$ cat src/rtl/ext_bus_sequencer.sv
// ext_bus_sequencer
// Round-robin arbiter plus byte-serial sequencer that shares one 8-bit
// external bus between two 32-bit requesters. A granted transaction is
// sent as 4 address bytes (LSB first), one command byte and 4 data bytes
// (LSB first). It then completes with a one-cycle ack and, for reads, the
// assembled read word.
//
// Ports:
//   clk, rst                 clock, synchronous active-high reset
//   req0/1, we0/1            request (level) and write flag per port
//   addr0/1, wdata0/1        address and write data per port (sampled at grant)
//   ack0/1, rdata0/1         completion pulse and read result per port
//   gnt, busy                one-hot owner (0 in IDLE), sequencer active
//   pad_addr                 address/command byte lane
//   pad_dout, pad_din        write / read data byte lanes
//   pad_oe                   data lane output enable (8'hFF or 8'h00)
module ext_bus_sequencer (
  input  logic        clk,
  input  logic        rst,
  input  logic        req0,
  input  logic        req1,
  input  logic        we0,
  input  logic        we1,
  input  logic [31:0] addr0,
  input  logic [31:0] addr1,
  input  logic [31:0] wdata0,
  input  logic [31:0] wdata1,
  output logic        ack0,
  output logic        ack1,
  output logic [31:0] rdata0,
  output logic [31:0] rdata1,
  output logic [1:0]  gnt,
  output logic        busy,
  output logic [7:0]  pad_addr,
  output logic [7:0]  pad_dout,
  input  logic [7:0]  pad_din,
  output logic [7:0]  pad_oe
);

  typedef enum logic [2:0] {IDLE, ADDR, CMD, DATA, DONE} state_t;

  state_t      state, state_nxt;
  logic [1:0]  k, k_nxt;
  logic [1:0]  gnt_q, gnt_nxt;
  logic        last_grant, last_grant_nxt;  // 1 = port 1 was granted last
  logic [1:0]  holdoff;                     // port acked in the previous cycle
  logic [1:0]  elig;
  logic        win_valid;
  logic        win_port;

  logic [31:0] addr_q;
  logic [31:0] wdata_q;
  logic        we_q;
  logic [23:0] rbuf;                        // first three read bytes, shifted in LSB first

  function automatic logic [7:0] byte_sel(input logic [31:0] w, input logic [1:0] idx);
    logic [7:0] b;
    case (idx)
      2'd0:    b = w[7:0];
      2'd1:    b = w[15:8];
      2'd2:    b = w[23:16];
      default: b = w[31:24];
    endcase
    return b;
  endfunction

  // Arbitration and next-state
  always_comb begin
    state_nxt      = state;
    k_nxt          = k;
    gnt_nxt        = gnt_q;
    last_grant_nxt = last_grant;
    elig           = {req1, req0} & ~holdoff;
    win_valid      = |elig;
    if (elig == 2'b11) win_port = ~last_grant;
    else               win_port = elig[1];

    case (state)
      IDLE: begin
        if (win_valid) begin
          state_nxt      = ADDR;
          k_nxt          = 2'd0;
          gnt_nxt        = win_port ? 2'b10 : 2'b01;
          last_grant_nxt = win_port;
        end
      end
      ADDR: begin
        k_nxt = k + 2'd1;
        if (k == 2'd3) state_nxt = CMD;
      end
      CMD: begin
        state_nxt = DATA;
        k_nxt     = 2'd0;
      end
      DATA: begin
        k_nxt = k + 2'd1;
        if (k == 2'd3) state_nxt = DONE;
      end
      DONE: begin
        state_nxt = IDLE;
        gnt_nxt   = 2'b00;
      end
      default: begin
        state_nxt = IDLE;
        gnt_nxt   = 2'b00;
      end
    endcase
  end

  always_ff @(posedge clk) begin
    if (rst) begin
      state      <= IDLE;
      k          <= 2'd0;
      gnt_q      <= 2'b00;
      last_grant <= 1'b1;
      holdoff    <= 2'b00;
    end else begin
      state      <= state_nxt;
      k          <= k_nxt;
      gnt_q      <= gnt_nxt;
      last_grant <= last_grant_nxt;
      holdoff    <= (state == DONE) ? gnt_q : 2'b00;
    end
  end

  // Transaction capture; only meaningful outside IDLE, so no reset needed
  always_ff @(posedge clk) begin
    if (state == IDLE && win_valid) begin
      addr_q  <= win_port ? addr1  : addr0;
      wdata_q <= win_port ? wdata1 : wdata0;
      we_q    <= win_port ? we1    : we0;
    end
    if (state == DATA && !we_q) rbuf <= {pad_din, rbuf[23:8]};
  end

  // Read results commit on entry to DONE, so a reset before then never
  // exposes a partial word.
  always_ff @(posedge clk) begin
    if (rst) begin
      rdata0 <= 32'd0;
      rdata1 <= 32'd0;
    end else if (state == DATA && k == 2'd3 && !we_q) begin
      if (gnt_q[0]) rdata0 <= {pad_din, rbuf};
      if (gnt_q[1]) rdata1 <= {pad_din, rbuf};
    end
  end

  // Moore output decode
  always_comb begin
    ack0     = 1'b0;
    ack1     = 1'b0;
    pad_addr = 8'h00;
    pad_dout = 8'h00;
    pad_oe   = 8'h00;
    case (state)
      ADDR: pad_addr = byte_sel(addr_q, k);
      CMD:  pad_addr = {1'b1, 6'b000000, we_q};
      DATA: begin
        if (we_q) begin
          pad_oe   = 8'hFF;
          pad_dout = byte_sel(wdata_q, k);
        end
      end
      DONE: begin
        ack0 = gnt_q[0];
        ack1 = gnt_q[1];
      end
      default: ;
    endcase
  end

  assign gnt  = gnt_q;
  assign busy = (state != IDLE);

endmodule

$ cat config.mk
export PLATFORM = sky130hd
export DESIGN_NAME = ext_bus_sequencer
export DESIGN_NICKNAME = d
export VERILOG_FILES = /design/src/rtl/ext_bus_sequencer.sv
export SDC_FILE = /design/constraint.sdc
export NUM_CORES = 1
export LEC_CHECK = 0
export BUFFER_PORTS_ARGS = -buffer_cell sky130_fd_sc_hd__buf_4
export CORE_MARGIN = 2
export CORE_UTILIZATION = 54
export CTS_CLUSTER_SIZE = 28
export DETAILED_ROUTE_END_ITERATION = 7
export GPL_TIMING_DRIVEN = 0
export MAX_ROUTING_LAYER = met4
export PLACE_DENSITY = 0.93
export SETUP_SLACK_MARGIN = 0.4
export SYNTH_ARGS = -nofsm -noshare
export SYNTH_HDL_FRONTEND = slang
export SYNTH_SLANG_ARGS = --single-unit
$ cat constraint.sdc
create_clock -name clk -period 14.4 [get_ports clk]
set_clock_uncertainty 0.1 [all_clocks]
set_input_delay 0.72 -clock clk [delete_from_list [all_inputs] [get_ports clk]]
set_output_delay 0.72 -clock clk [all_outputs]
set_load 0.05 [all_outputs]
==> results.sh <==
export IMPL_cts_htree_levels=4
export IMPL_tritoncts="yes"
export IMPL_critical_path_max_fanout=10
export IMPL_pin_count_of_the_biggest_net_entering_global_routing=34
export IMPL_core_footprint_um2=12500
export IMPL_die_area_um2=13600
export IMPL_buffer_ports_inserted=234
export IMPL_fillerInstances=749
export IMPL_cpMaxStageDelayCell="sky130_fd_sc_hd__clkbuf_1"
export IMPL_cts_reportedPaths_clkPinSlew_ns=0.06
export IMPL_rsz0062_at_grt="false"
export IMPL_cts_sinks=163
export IMPL_gpl_final_weighted_congestion=0.850
export IMPL_route_antenna_remaining_nets=0
export IMPL_hold_path_class="flip-flop to flip-flop"
export IMPL_maxCapViolations=0
export IMPL_insertedDiodeCount=0
export IMPL_ys_dominant_reg_cell="sky130_fd_sc_hd__edfxtp_1"
export IMPL_synth_seq_cells=163
export IMPL_chipHeight_um=117
export IMPL_async_reset_ff_share_pct=0
export IMPL_critical_path_s_most_frequent_cell="sky130_fd_sc_hd__clkbuf_1"
export IMPL_post_cts_resized=0
export IMPL_clock_fmax_ghz=0.293
export IMPL_cells_along_the_critical_path="inv_1, ha_1, clkbuf_1, clkbuf_1, a222oi_1, nand2_1, o211a_1, buf_4"
export IMPL_vias=5411
export IMPL_area_growth_synth_to_final_pct=38.6
export IMPL_max_transition_viols_final=0
export IMPL_vdd_ir_drop_max_mv=0.0814
export IMPL_clk_insertion_delay_late_ns=0.42
export IMPL_final_period_utilization_pct=23.7
export IMPL_avgSynthCellArea_um2=12.9
export IMPL_multi_input_comb_area_um2=2420
export IMPL_syn_inst=530
export IMPL_ys_seq_area_share_pct=60.6
export IMPL_place_hpwl_um=14200
export IMPL_p_per_area_nw_per_um2=114
export IMPL_final_layout_size_suffix_gt1_share_pct=45.3
export IMPL_power_share_clock_pct=41.7
export IMPL_dr_pass1_iters=5
export IMPL_number_of_buffers_added_to_fix_hold_violations_after_cts=0
export IMPL_type_of_element_launching_the_critical_path="flip-flop"
export IMPL_worst_slew_margin_rel_pct=58.6
export IMPL_seq_power_share_pct=47.9
export IMPL_status="finished clean"
export IMPL_grt_overflow_total=0
export IMPL_rows=41
export IMPL_setup_viol=0
export IMPL_design_final_nets=933
export IMPL_grt_pass1_wl_um=28800
export IMPL_setup_worst_path_class="flip-flop to output port"
export IMPL_detail_route_vias_per_cell=5.57
export IMPL_synth_nets=676
export IMPL_worstMarginPinSlew_ns=0.619
export IMPL_power_net_switching_mw=0.239
export IMPL_num_io_pins=235
export IMPL_timing_final_hold_violations=0
export IMPL_worstPathArrival_ns=2.59
export IMPL_switching_share_pct=22.1
export IMPL_synth_cell_types=39
export IMPL_via_count_of_the_first_global_routing_pass=5655
export IMPL_floorplan_initialDensity_pct=54.8
export IMPL_fin_hold_ws_ns=0.343
export IMPL_cts_root_to_sink_buffers=2
export IMPL_die_width_um=117
export IMPL_drcViolationCount=0
export IMPL_leakage_nw=4.19
export IMPL_cts_made_buffers=17
export IMPL_timing_setup_tns_ns=0
export IMPL_grt_util_all_layers_pct=29.3
export IMPL_final_seq_area_um2=4150
export IMPL_drt_total_wl_um=19200
export IMPL_synth_warning_count=0
export IMPL_grt_antenna_before_repair=0
export IMPL_critPathRequiredTime_ns=13.58
export IMPL_timing_final_crit_period_ns=3.41
export IMPL_synth_edff_count=89
export IMPL_cts_post_setup_buffers_inserted=0
export IMPL_critPathCaptureType="output port"
export IMPL_p_comb_share_pct=10.4
export IMPL_synth_cell_area_um2=6860
export IMPL_power_internal_mw=0.842
export IMPL_drt_iter0_markers=565
export IMPL_cts_root_buffer_cell="sky130_fd_sc_hd__clkbuf_16"
export IMPL_cpPeakStageDelay_ns=0.53
export IMPL_wl_per_cell_um=19.7
==> final cells by class <==
class | count | share of cell area, %
Buffer | 43 | 2.92
Clock inverter | 6 | 0.684
Sequential cell | 163 | 43.7
Timing Repair Buffer | 238 | 19.1
Inverter | 6 | 0.237
Multi-Input combinational cell | 318 | 25.5
Tap cell | 172 | 2.26
Clock buffer | 26 | 5.62
==> final timing paths <==
kind                    startpoint                   end  slack, ns  cells past startpoint
min reg2reg     rbuf[19]$_DFFE_PP_    rbuf[11]$_DFFE_PP_       0.34                      0
min             rbuf[19]$_DFFE_PP_    rbuf[11]$_DFFE_PP_       0.34                      0
max              k[0]$_SDFFE_PP0P_           pad_dout[6]      10.99                      8
max reg2reg  holdoff[0]$_SDFF_PP0_  wdata_q[9]$_DFFE_PP_      12.02                      5
==> cell usage in the layout, fill, tap and decap left out, types with 3 or more instances in the layout <==
cell type,n
sky130_fd_sc_hd__nand2_1,107
sky130_fd_sc_hd__and2_1,3
sky130_fd_sc_hd__clkbuf_1,23
sky130_fd_sc_hd__ha_1,4
sky130_fd_sc_hd__edfxtp_1,89
sky130_fd_sc_hd__nand2b_1,3
sky130_fd_sc_hd__nor2_1,3
sky130_fd_sc_hd__o21ai_0,9
sky130_fd_sc_hd__buf_6,7
sky130_fd_sc_hd__mux2_2,65
sky130_fd_sc_hd__mux2i_1,64
sky130_fd_sc_hd__buf_8,3
sky130_fd_sc_hd__buf_2,6
sky130_fd_sc_hd__inv_1,5
sky130_fd_sc_hd__o211a_1,8
sky130_fd_sc_hd__buf_4,244
sky130_fd_sc_hd__a222oi_1,16
sky130_fd_sc_hd__clkbuf_16,20
sky130_fd_sc_hd__dfxtp_1,74
sky130_fd_sc_hd__a21oi_1,10
sky130_fd_sc_hd__and3_1,3
==> worst max-delay path, delay by kind of cell, from the launching register on <==
family	cells	cell delay [ns]
AND/OR/NAND/NOR	1	0.13
AO/OA/AOI/OAI	2	0.37
flip-flops	1	0.35
buffers and inverters	4	1.17
adder cells (fa/ha/maj)	1	0.14
==> power groups by stage <==
stage	Clock (mW)	Sequential (mW)	Combinational, mW
2_1_floorplan	0	0.527	0.0565
3_3_place_gp	0	0.528	0.105
3_5_place_dp	0	0.527	0.111
4_1_cts	0.451	0.517	0.112
5_1_grt	0.468	0.518	0.119
6_report	0.450	0.517	0.113
==> cell usage after synthesis (6+ instances only) <==
| master | number | share of area [%] |
|---|---|---|
| sky130_fd_sc_hd__buf_2 | 6 | 0.44 |
| sky130_fd_sc_hd__a21oi_1 | 11 | 0.80 |
| sky130_fd_sc_hd__dfxtp_1 | 74 | 22 |
| sky130_fd_sc_hd__mux2i_1 | 64 | 9.3 |
| sky130_fd_sc_hd__o21ai_0 | 9 | 0.66 |
| sky130_fd_sc_hd__o211a_1 | 8 | 1.2 |
| sky130_fd_sc_hd__clkbuf_1 | 19 | 1.0 |
| sky130_fd_sc_hd__mux2_2 | 65 | 11 |
| sky130_fd_sc_hd__a222oi_1 | 16 | 2.3 |
| sky130_fd_sc_hd__nand2_1 | 107 | 5.9 |
| sky130_fd_sc_hd__edfxtp_1 | 89 | 39 |
| sky130_fd_sc_hd__buf_4 | 10 | 1.1 |
==> per-stage QoR <==
stage	util (%)	total power [mW]	area (um2)	instances	setup WS [ns]
after CTS	76.0	1.08	9510	972	11.03
after floorplan	-	0.584	6860	530	9.42
after global routing	76.0	1.11	9510	972	10.92
final	76.0	1.08	9510	972	10.99
after detailed placement	71.2	0.638	8910	940	11.54
after global placement	70.5	0.632	8830	936	8.75
==> state kept, by name, indices dropped and copies added, names as in the netlist <==
register,cells
rdata1,32
we_q,1
k,2
holdoff,2
state,3
addr_q,32
wdata_q,32
rdata0,32
last_grant,1
gnt,2
rbuf,24
==> routing by layer <==
metal,up-vias,track usage [%],part of all wire (%)
li1,2438,-,-
met1,2648,31.7,37
met2,283,52.5,54
met3,42,6.02,6.7
met4,0,11.9,2.7
met5,-,-,0
==> cells by family after synthesis <==
group | synth area share, %
mux | 20.0
simple gates | 8.30
fa+ha+maj | 0.730
flops | 60.6
compound gates | 5.87
buf+inv | 4.38
xor+xnor | 0.128
(Power assumes the default switching activity.)
